$ cat src/rtl/msk_demodulator.sv
// msk_demodulator
//   Receive side of the MSK link. Takes the 8-bit sine-table sample stream,
//   SAMPLES_PER_BIT samples per symbol, and decides each symbol from its
//   shape: a full sine cycle is a 0, a single half-cycle lobe is a 1. It also
//   tracks the lobe polarity the modulator should have used and flags frames
//   where it did not match. BITS_PER_FRAME symbols are packed LSB first into
//   one output byte.
//
// Ports
//   G_CLK_RX   in   receive clock, one sample per enabled cycle
//   reset      in   asynchronous active-low reset
//   enable     in   data_in carries a valid sample this cycle
//   sync       in   (with enable) this sample is idx 0 of bit 0 of a frame
//   data_in    in   unsigned sample, midpoint 2**(DATA_WIDTH-1)
//   data_out   out  last decoded byte, bit k = symbol k
//   data_valid out  one-cycle strobe when data_out/phase_err update
//   phase_err  out  1 if any symbol of that frame had the wrong polarity
//   busy       out  1 while a frame is being tracked (RUN)
module msk_demodulator #(
  parameter int DATA_WIDTH      = 8,
  parameter int SAMPLES_PER_BIT = 32,
  parameter int BITS_PER_FRAME  = 8
) (
  input  logic                  G_CLK_RX,
  input  logic                  reset,
  input  logic                  enable,
  input  logic                  sync,
  input  logic [DATA_WIDTH-1:0] data_in,
  output logic [DATA_WIDTH-1:0] data_out,
  output logic                  data_valid,
  output logic                  phase_err,
  output logic                  busy
);

  localparam int SW = $clog2(SAMPLES_PER_BIT);
  localparam int BW = (BITS_PER_FRAME > 1) ? $clog2(BITS_PER_FRAME) : 1;

  localparam logic [DATA_WIDTH-1:0] MID      = {1'b1, {(DATA_WIDTH-1){1'b0}}};
  localparam logic [SW-1:0]         IDX_ONE  = SW'(1);
  localparam logic [SW-1:0]         IDX_HALF = SW'(SAMPLES_PER_BIT / 2);
  localparam logic [SW-1:0]         IDX_LAST = SW'(SAMPLES_PER_BIT - 1);
  localparam logic [SW-1:0]         THRESH   = SW'(SAMPLES_PER_BIT / 4);
  localparam logic [BW-1:0]         BIT_ONE  = BW'(1);
  localparam logic [BW-1:0]         BIT_LAST = BW'(BITS_PER_FRAME - 1);

  typedef enum logic {IDLE, RUN} state_t;

  state_t                    state_q, state_d;
  logic [SW-1:0]             samp_idx_q, samp_idx_d;
  logic [BW-1:0]             bit_idx_q, bit_idx_d;
  // Counts never exceed SAMPLES_PER_BIT/2 - 1, so SW bits are enough.
  logic [SW-1:0]             cnt1_q, cnt1_d;
  logic [SW-1:0]             cnt2_q, cnt2_d;
  logic [BITS_PER_FRAME-1:0] shift_q, shift_d;
  logic                      exp_phase_q, exp_phase_d;
  logic                      err_q, err_d;
  // Set on the last decision of a frame; the byte is published next clock.
  logic                      done_q, done_d;
  logic [DATA_WIDTH-1:0]     data_out_q, data_out_d;
  logic                      data_valid_q, data_valid_d;
  logic                      phase_err_q, phase_err_d;

  logic [SW-1:0] above;
  logic          m1, m2, bit_dec, obs_phase;

  always_comb begin
    state_d      = state_q;
    samp_idx_d   = samp_idx_q;
    bit_idx_d    = bit_idx_q;
    cnt1_d       = cnt1_q;
    cnt2_d       = cnt2_q;
    shift_d      = shift_q;
    exp_phase_d  = exp_phase_q;
    err_d        = err_q;
    done_d       = 1'b0;
    data_out_d   = data_out_q;
    data_valid_d = 1'b0;
    phase_err_d  = phase_err_q;

    above     = {{(SW-1){1'b0}}, (data_in > MID)};
    m1        = (cnt1_q >= THRESH);
    m2        = (cnt2_q >= THRESH);
    bit_dec   = (m1 == m2);
    obs_phase = ~m1;

    // Publish the frame assembled on the previous clock. This cycle always
    // sits at idx 0 of bit 0, where nothing below writes shift/err.
    if (done_q) begin
      data_out_d   = DATA_WIDTH'(shift_q);
      phase_err_d  = err_q;
      data_valid_d = 1'b1;
      shift_d      = '0;
      err_d        = 1'b0;
    end

    case (state_q)
      IDLE: begin
        if (enable && sync) begin
          state_d     = RUN;
          samp_idx_d  = IDX_ONE;
          bit_idx_d   = '0;
          cnt1_d      = '0;
          cnt2_d      = '0;
          shift_d     = '0;
          err_d       = 1'b0;
          exp_phase_d = 1'b0;
        end
      end
      RUN: begin
        if (enable) begin
          if (sync && !(samp_idx_q == '0 && bit_idx_q == '0)) begin
            // Resynchronise: drop the partial frame, this sample is idx 0.
            samp_idx_d  = IDX_ONE;
            bit_idx_d   = '0;
            cnt1_d      = '0;
            cnt2_d      = '0;
            shift_d     = '0;
            err_d       = 1'b0;
            exp_phase_d = 1'b0;
          end else begin
            samp_idx_d = samp_idx_q + IDX_ONE;  // power of 2: wraps for free
            // idx 0 and the last idx sit on zero crossings and are skipped.
            if (samp_idx_q != '0 && samp_idx_q < IDX_HALF) begin
              cnt1_d = cnt1_q + above;
            end else if (samp_idx_q >= IDX_HALF && samp_idx_q != IDX_LAST) begin
              cnt2_d = cnt2_q + above;
            end
            if (samp_idx_q == IDX_LAST) begin
              shift_d[bit_idx_q] = bit_dec;
              err_d              = err_d | (obs_phase != exp_phase_q);
              cnt1_d             = '0;
              cnt2_d             = '0;
              if (bit_idx_q == BIT_LAST) begin
                bit_idx_d   = '0;
                exp_phase_d = 1'b0;
                done_d      = 1'b1;
              end else begin
                bit_idx_d   = bit_idx_q + BIT_ONE;
                // A half-cycle symbol leaves the carrier inverted.
                exp_phase_d = exp_phase_q ^ bit_dec;
              end
            end
          end
        end
      end
      default: state_d = IDLE;
    endcase
  end

  always_ff @(posedge G_CLK_RX or negedge reset) begin
    if (!reset) begin
      state_q      <= IDLE;
      samp_idx_q   <= '0;
      bit_idx_q    <= '0;
      cnt1_q       <= '0;
      cnt2_q       <= '0;
      shift_q      <= '0;
      exp_phase_q  <= 1'b0;
      err_q        <= 1'b0;
      done_q       <= 1'b0;
      data_out_q   <= '0;
      data_valid_q <= 1'b0;
      phase_err_q  <= 1'b0;
    end else begin
      state_q      <= state_d;
      samp_idx_q   <= samp_idx_d;
      bit_idx_q    <= bit_idx_d;
      cnt1_q       <= cnt1_d;
      cnt2_q       <= cnt2_d;
      shift_q      <= shift_d;
      exp_phase_q  <= exp_phase_d;
      err_q        <= err_d;
      done_q       <= done_d;
      data_out_q   <= data_out_d;
      data_valid_q <= data_valid_d;
      phase_err_q  <= phase_err_d;
    end
  end

  assign data_out   = data_out_q;
  assign data_valid = data_valid_q;
  assign phase_err  = phase_err_q;
  assign busy       = (state_q == RUN);

endmodule
$ cat config.mk
export PLATFORM = sky130hd
export DESIGN_NAME = msk_demodulator
export DESIGN_NICKNAME = d
export VERILOG_FILES = /design/src/rtl/msk_demodulator.sv
export SDC_FILE = /design/constraint.sdc
export NUM_CORES = 1
export LEC_CHECK = 0
export ABC_AREA = 1
export CORE_MARGIN = 4
export CORE_UTILIZATION = 28
export CTS_CLUSTER_SIZE = 8
export DETAILED_ROUTE_END_ITERATION = 8
export GPL_TIMING_DRIVEN = 1
export HOLD_SLACK_MARGIN = 0.02
export PLACE_DENSITY_LB_ADDON = 0.2
export RECOVER_POWER = 50
export SLEW_MARGIN = 20
export SYNTH_ARGS = -nofsm -noshare
export SYNTH_HDL_FRONTEND = slang
export SYNTH_SLANG_ARGS = --single-unit
$ cat constraint.sdc
create_clock -name G_CLK_RX -period 4.5 [get_ports G_CLK_RX]
set_input_delay 0.9 -clock G_CLK_RX [delete_from_list [all_inputs] [get_ports G_CLK_RX]]
set_output_delay 0.9 -clock G_CLK_RX [all_outputs]
set_load 0.1 [all_outputs]
Word level (Yosys, flattened, before mapping)
Cells that the tools add are included.
{"block": "totals", "reg_bits": 40, "input_bits": 12, "out_inout_bits": 11}
{"block": "op_classes", "n_addsub": 4, "order_cmp": 7, "n_eq_ne": 11, "n_mux": 51, "bitwise_logic": 4, "n_reduce_logical": 14}
{"operator": "5-bit two-way mux", "n": 13}
{"operator": "8-bit two-way mux", "n": 5}
{"operator": "5-bit case mux with 2 select lines", "n": 3}
{"operator": "1-bit two-way mux", "n": 19}
{"operator": "8-bit case mux with 2 select lines", "n": 1}
{"operator": "3-bit two-way mux", "n": 5}
{"operator": "5-bit by 1-bit adder with 5-bit output", "n": 2}
{"operator": "5-bit by 4-bit greater-or-equal comparator with 1-bit output, second input constant", "n": 2}
{"operator": "8-bit bitwise mux", "n": 1}
{"operator": "8-bit greater-than comparator, second input constant", "n": 1}
{"operator": "4-bit by 1-bit inequality test with 1-bit output, second input constant", "n": 2}
{"operator": "1-bit logical AND", "n": 6}
{"operator": "3-bit case mux with 2 select lines", "n": 1}
{"operator": "3-bit AND reduction", "n": 2}
{"operator": "5-bit by 1-bit adder with 5-bit output, second input constant", "n": 1}
{"operator": "5-bit equality test, second input constant", "n": 1}
{"operator": "5-bit greater-or-equal comparator, second input constant", "n": 1}
{"operator": "5-bit zero test", "n": 1}
{"operator": "5-bit less-than comparator, second input constant", "n": 1}
{"operator": "5-bit inequality test, second input constant", "n": 1}
{"operator": "5-bit nonzero test", "n": 1}
{"operator": "3-bit by 4-bit less-than comparator with 1-bit output, second input constant", "n": 1}
{"operator": "2-bit inequality test, second input constant", "n": 2}
{"operator": "4-bit by 3-bit inequality test with 1-bit output, second input constant", "n": 1}
{"operator": "other kinds (15)", "n": 17}

Depth between registers and ports, before layout
Gate-level depths: netlist (run 1).
{"block": "depth", "word_depth": 9, "ltp_mapped": 12}

Worst setup path before layout (run 1)
OpenSTA, ideal clock, no wires.
{"block": "synth_timing", "path_type": "input to register", "start": "input port data_in[0]", "end": "register cnt2_q[4]", "setup_ns": 0.083, "t_arrival_ns": 2.162, "required_time_ns": 4.417, "slack_ns": 2.256, "cell_stages": 10, "n_path_buf": 0, "path_cell_list": "nor4_1 a21boi_0 ha_1 ha_1 nand2_1 nor2_1 xor2_1 nor2_1 nand3_1 o21ai_0"}
{"block": "synth_via", "elab_chain_len": 8}
{"element": "start: declaration", "line": "28", "rtl": "input logic [DATA_WIDTH-1:0] data_in,"}
{"element": "8-bit greater-than comparator", "line": "80", "rtl": "above = {{(SW-1){1'b0}}, (data_in > MID)};"}
{"element": "5-bit by 1-bit adder with 5-bit output", "line": "126", "rtl": "cnt2_d = cnt2_q + above;"}
{"element": "5-bit two-way mux", "line": "125", "rtl": "end else if (samp_idx_q >= IDX_HALF && samp_idx_q != IDX_LAST) begin"}
{"element": "5-bit two-way mux", "line": "123", "rtl": "if (samp_idx_q != '0 && samp_idx_q < IDX_HALF) begin"}
{"element": "5-bit two-way mux", "line": "128", "rtl": "if (samp_idx_q == IDX_LAST) begin"}
{"element": "5-bit two-way mux", "line": "111", "rtl": "if (sync && !(samp_idx_q == '0 && bit_idx_q == '0)) begin"}
{"element": "5-bit two-way mux", "line": "110", "rtl": "if (enable) begin"}
{"element": "5-bit case mux with 2 select lines", "line": "96", "rtl": "case (state_q)"}
{"element": "end signal: assignment", "line": "169", "rtl": "cnt2_q <= cnt2_d;"}
{"element": "end: declaration", "line": "53", "rtl": "logic [SW-1:0] cnt2_q, cnt2_d;"}
Every way passes these cells. The select of a mux whose other input is x is not followed.
A chain may end at the register's enable or synchronous reset.

Worst setup path in the final report (run 1)
{"block": "layout_timing", "start": "register state_q, in the netlist busy", "end": "output port busy"}
{"element": "start: declaration", "line": "48", "rtl": "state_t state_q, state_d;"}
{"element": "start signal: assignment", "line": "165", "rtl": "state_q <= state_d;"}
{"element": "end: declaration", "line": "32", "rtl": "output logic busy"}
No word-level cell between the ends.

==> impl_metrics.toml, run 1 <==
[sta]
drv_slew = 41
setup_tns_ns = 0
slew_headroom_pct = -46.3
period_share_pct = 68.7
fin_skew_ns = 0.00495
tightest_slew_ns = 2.19
post-route-min-period_ns = 3.09
hold_viol = 0
fmax_mhz = 323
setup_viol = 0
rsz0062_at_grt = "false"

[synthesis]
synth_flop_cell = "dfrtp_1"
synth_common_cells = "nand2_1 (83), dfrtp_1 (40), inv_1 (32)"
yosys-top-cells-area = "dfrtp_1 (44%), nand2_1 (14%), o21ai_0 (6.4%)"
mappedNetlistArea_um2 = 2270
synth.most_common_cell = "nand2_1"
yosysTopAreaCell = "dfrtp_1"
avgSynthCellArea_um2 = 7.76
synthCells = 292
seq_area_frac_synth_pct = 44.2
yosys.cell_types.count = 28
ys_warn_count = 0
syn_nets = 314
async_reset_ff_share_pct = 100
yosysTopAreaCellShare_pct = 44.2
synth_seq_cells = 40
synth_edf_count = 0

[clocking]
cts_htree_levels = 2
root_buffer = "clkbuf_8"
clk_latency_ns = 0.29
cts_buffer_depth = 2
hold_buffers = 0
ctsResizeCount = 0
cts_setup_buffers = 0
cts_buffers = 5
clock-sinks = 40
clk_pin_slew_ns = 0.08
cts_tree = "done"

[critical_path]
cpMaxStageDelayCell = "clkdlybuf4s50_1"
crit_fanout = 11
path_class = "flop to primary output"
worstPathCellList = "clkdlybuf4s50_1"
crit_buf_inv = 1
reg2reg_depth = 10
max_stage_delay_ns = 1.23
cp-start-kind = "flop"
r2r_setup_slack_ns = 2.44
crit_arrival_ns = 2.19
end_kind = "primary output"
worst-path-stages = 1
r2r_start = "samp_idx_q[0]"
rr_endpoint = "shift_q[2]"
critPathTopFamily = "buffers and inverters"
required_ns = 3.60

[pwr]
clkPwrFrac_pct = 25.2
power_uw = 919
p_int_uw = 598
power_switching_uw = 321
switching_share_pct = 35.0
seq_power_share_pct = 49.8
leakagePower_uw = 0.00125
power_density_nw_per_um2 = 349
vdd_drop_max_mv = 0.113
comb_power_share_pct = 25.0

[die]
core-area_um2 = 7810
initial_core_util_pct = 29.0
die_area_um2 = 9600
ioPinCount = 23
die_x_um = 98.0
fp.dieH_um = 98.0
rows = 32

[global_routing]
grt_max_degree = 41
grt_pass1_wl_mm = 8.32
grtUsageTotal_pct = 10.6
antenna_found_initial = 0
grt_pass1_vias = 1812
grt_overflow = 0

[hold_path]
min_to = "phase_err"
hold_path_depth = 2
hp-class = "flop to flop"
min-delay-start = "err_q"

[layout]
drive_gt1_share_pct = 6.69
fin_nets = 336
area_growth_pct = 16.3
n_antenna_cell = 0

[route]
final_antenna_net_count = 0
drt_first_pass_iters = 5
vias = 1857
route.detailed.drc = 0
routed_wl_mm = 4.80
drt-wirelength-per-cell_um = 11.5
avgViaCountPerCell = 4.46
drt_iter0_markers = 93

[status]
status = "complete, but fails checks"
violations = "capacitance limit, slew limit"

[placed_design]
hpwlAfterDp_mm = 3.53
routabilityCongestion = 0.732
port_buffers = 22

[job]
cap_violations = 1
worst min-delay path: stages (launching register included):
cell	delay [ns]
dfrtp_1	0.35
nand2_1	0.05
nand2_1	0.05
layout by cell type, fill, tap and decap left out:
master and n:
a21boi_0 1, a21oi_1 6, clkbuf_1 1, clkbuf_8 5
clkdlybuf4s50_1 21, clkinv_2 1, clkinvlp_4 1, dfrtp_1 40
ha_1 10, inv_1 32, inv_2 3, nand2_1 83
nand2_2 2, nand2_4 2, nand3_1 18, nand3_2 1
nand3_4 1, nand4_1 5, nor2_1 29, nor2_2 2
nor2_4 1, nor3_1 7, nor3b_1 1, nor4_1 1
o21ai_0 29, o21ai_1 1, o21ai_2 1, o21ai_4 1
o22ai_1 1, xor2_1 7
through the flow:
step	std cells	cell area [um2]	setup WS (ns)	util, %	hold WS, ns
2_1_floorplan	292	2270	2.26	-	0.349
3_3_place_gp	409	2560	1.70	32.8	0.453
3_5_place_dp	409	2560	1.68	32.8	0.461
4_1_cts	416	2640	1.39	33.8	0.479
5_1_grt	416	2640	1.33	33.8	0.502
6_report	416	2640	1.41	33.8	0.477
cells by family (layout without fill, tap and decap cells):
logic type,after synthesis,in the layout,share of synthesized area [%]
xor+xnor,7,7,2.70
simple gates,153,153,29.9
flops,40,40,44.2
compound gates,40,40,9.66
buf+inv,42,64,8.11
fa+ha+maj,10,10,5.52
sequential cells by signal, summed over array words and instances, names as in the netlist:
signal	flops
busy	1
done_q	1
err_q	1
cnt1_q	5
cnt2_q	5
shift_q	8
data_valid	1
exp_phase_q	1
samp_idx_q	5
data_out	8
phase_err	1
bit_idx_q	3
worst max-delay path by stage:
stage | from | endpoint
floorplan | data_in[0] | cnt2_q[4]
CTS | busy | busy
detailed placement | data_in[0] | cnt2_q[4]
global placement | data_in[0] | cnt2_q[4]
finish | busy | busy
global route | busy | busy
per-layer routing:
| metal | vias up | share of wire, % | global-route usage [%] |
|---|---|---|---|
| li1 | 969 | - | - |
| met1 | 843 | 49 | 13.6 |
| met2 | 37 | 46 | 17.7 |
| met3 | 8 | 4.8 | 2.57 |
| met4 | 0 | 1.1 | 2.88 |
| met5 | - | 0 | 0 |
power by group through the flow:
stage	combinational, uW	sequential, uW	clock [uW]
after floorplan	181	451	0
after global placement	232	464	0
after detailed placement	235	465	0
after CTS	236	459	242
after global routing	280	467	258
final	230	458	231
layout make-up:
| class | instances | area, um2 |
|---|---|---|
| clock inverter | 2 | 12.5 |
| timing repair buffer | 22 | 214 |
| fill | 848 | 5170 |
| multi-input combinational | 210 | 1080 |
| clock buffer | 5 | 68.8 |
| inverter | 35 | 131 |
| tap | 102 | 128 |
| sequential | 40 | 1000 |
Note: power is estimated with default switching activity, not from simulation.
==> run 2: changes to the inputs <==
clock period = 2.8 ns   (was 4.5 ns; I/O delays follow)
==> impl_metrics.toml, run 2 (synthesis results as in run 1) <==
[sta]
slew_headroom_pct = 39.7
drv_slew = 0
setup_viol = 0
period_share_pct = 76.5
tightest_slew_ns = 0.904
fmax_mhz = 467
post-route-min-period_ns = 2.14
whs_ns = 0.392
fin_skew_ns = 0.0135
rsz0062_at_grt = "false"
setup_tns_ns = 0
hold_viol = 0

[die]
core-area_um2 = 7810
rows = 32
die_x_um = 98.0
fp.dieH_um = 98.0
die_area_um2 = 9600
ioPinCount = 23
initial_core_util_pct = 29.0

[layout]
n_antenna_cell = 0
fin_area_um2 = 2650
layout_common_cells = "nand2_1 (83), dfrtp_1 (40), inv_1 (32), nor2_1 (29), o21ai_0 (29)"
final_util_pct = 34.0
drive_gt1_share_pct = 10.8
fin_nets = 336
fillers = 838
mostFrequentLayoutCell = "nand2_1"
area_growth_pct = 16.9

[route]
drt-wirelength-per-cell_um = 11.5
routed_wl_mm = 4.80
drt_iter0_markers = 84
vias = 1848
final_antenna_net_count = 0
drt_first_pass_iters = 4
avgViaCountPerCell = 4.43
route.detailed.drc = 0

[placed_design]
routabilityCongestion = 0.753
hpwlAfterDp_mm = 3.50
placed_area_um2 = 2530
port_buffers = 22

[global_routing]
grt_pass1_wl_mm = 8.31
grt_pass1_vias = 1798
grt_overflow = 0
grtUsageTotal_pct = 10.6
antenna_found_initial = 0
grt_max_degree = 41

[critical_path]
worstPathCellList = "clkdlybuf4s50_1, nor4_1, a21boi_0, ha_1, ha_1, nand3_1, xor2_1, nor2_1, nand2_1, nor2_1, nand2_1, nand2_1"
reg2reg_depth = 10
path_class = "input pin to flop"
timing.critical_path.mode_cell = "nand2_1"
cp-start-kind = "input pin"
cpMaxStageDelayCell = "clkdlybuf4s50_1"
end_kind = "flop"
crit_arrival_ns = 2.33
max_stage_delay_ns = 0.40
required_ns = 2.99
crit_fanout = 2

[clocking]
hold_buffers = 0
clock-sinks = 40
root_buffer = "clkbuf_8"
clk_pin_slew_ns = 0.09
ctsResizeCount = 0
clk_latency_ns = 0.30
cts_setup_buffers = 0
cts_htree_levels = 2
cts_tree = "done"
cts_buffer_depth = 2
cts_buffers = 5

[pwr]
vdd_drop_max_mv = 0.213
power_density_nw_per_um2 = 608
leakagePower_uw = 0.00129

[status]
status = "finished clean"

[hold_path]
hp-class = "input pin to asynchronous set/reset pin"

[job]
cap_violations = 0
run 2: cell count changes in the layout (fill, tap and decap cells not counted), sizes merged:
| cell | previous run | this run |
|---|---|---|
| bufinv | 0 | 1 |
| buf | 0 | 12 |
| clkdlybuf4s50 | 21 | 10 |
| clkinvlp | 1 | 0 |
run 2: worst max-delay path: cells and delay by family:
| family | cells | cell delay, ns |
|---|---|---|
| AND/OR/NAND/NOR | 7 | 0.63 |
| adder cells (fa/ha/maj) | 2 | 0.42 |
| buffers and inverters | 1 | 0.40 |
| AO/OA/AOI/OAI | 1 | 0.17 |
| XOR/XNOR | 1 | 0.15 |
run 2: metrics by stage:
step                setup slack (ns)  power, uW  instances
floorplan                      0.896       1020        292
global placement               0.363       1120        409
global route                   0.423       1750        417
finish                         0.659       1610        417
detailed placement             0.349       1120        409
CTS                            0.642       1640        417
run 2: final timing paths:
| kind | startpoint | end | slack, ns |
|---|---|---|---|
| setup / recovery | data_in[0] | cnt1_q[4] | 0.66 |
| hold / removal | reset | shift_q[6] | 0.39 |
| setup reg to reg | samp_idx_q[0] | shift_q[2] | 0.72 |
| hold reg to reg | data_out[7] | data_out[7] | 0.47 |
| max in group asynchronous | reset | cnt1_q[1] | 1.84 |
| min in group G_CLK_RX | data_out[7] | data_out[7] | 0.47 |
run 2: area by class of cell:
cell class | instances | area (um2) | share of cell area [%]
well taps | 102 | 128 | 4.81
repair buffers | 22 | 188 | 7.08
inverters | 35 | 131 | 4.96
clock inverters | 2 | 38.8 | 1.46
multi-input cells | 210 | 1080 | 40.8
flip-flops and latches | 40 | 1000 | 37.8
clock buffers | 6 | 82.6 | 3.11
run 2: report_power, final:
part	switching, uW	internal [uW]
logic	230	141
clock network	214	292
registers	83.0	651
total	527	1080
run 2: per-layer routing:
layer / part of all wire (%) / vias up / GRT usage (%)
met2: 47 / 35 / 17.4
met3: 4.7 / 3 / 2.64
met5: 0 / - / 0
met1: 48 / 837 / 13.6
li1: - / 973 / -
met4: 0.50 / 0 / 3.30
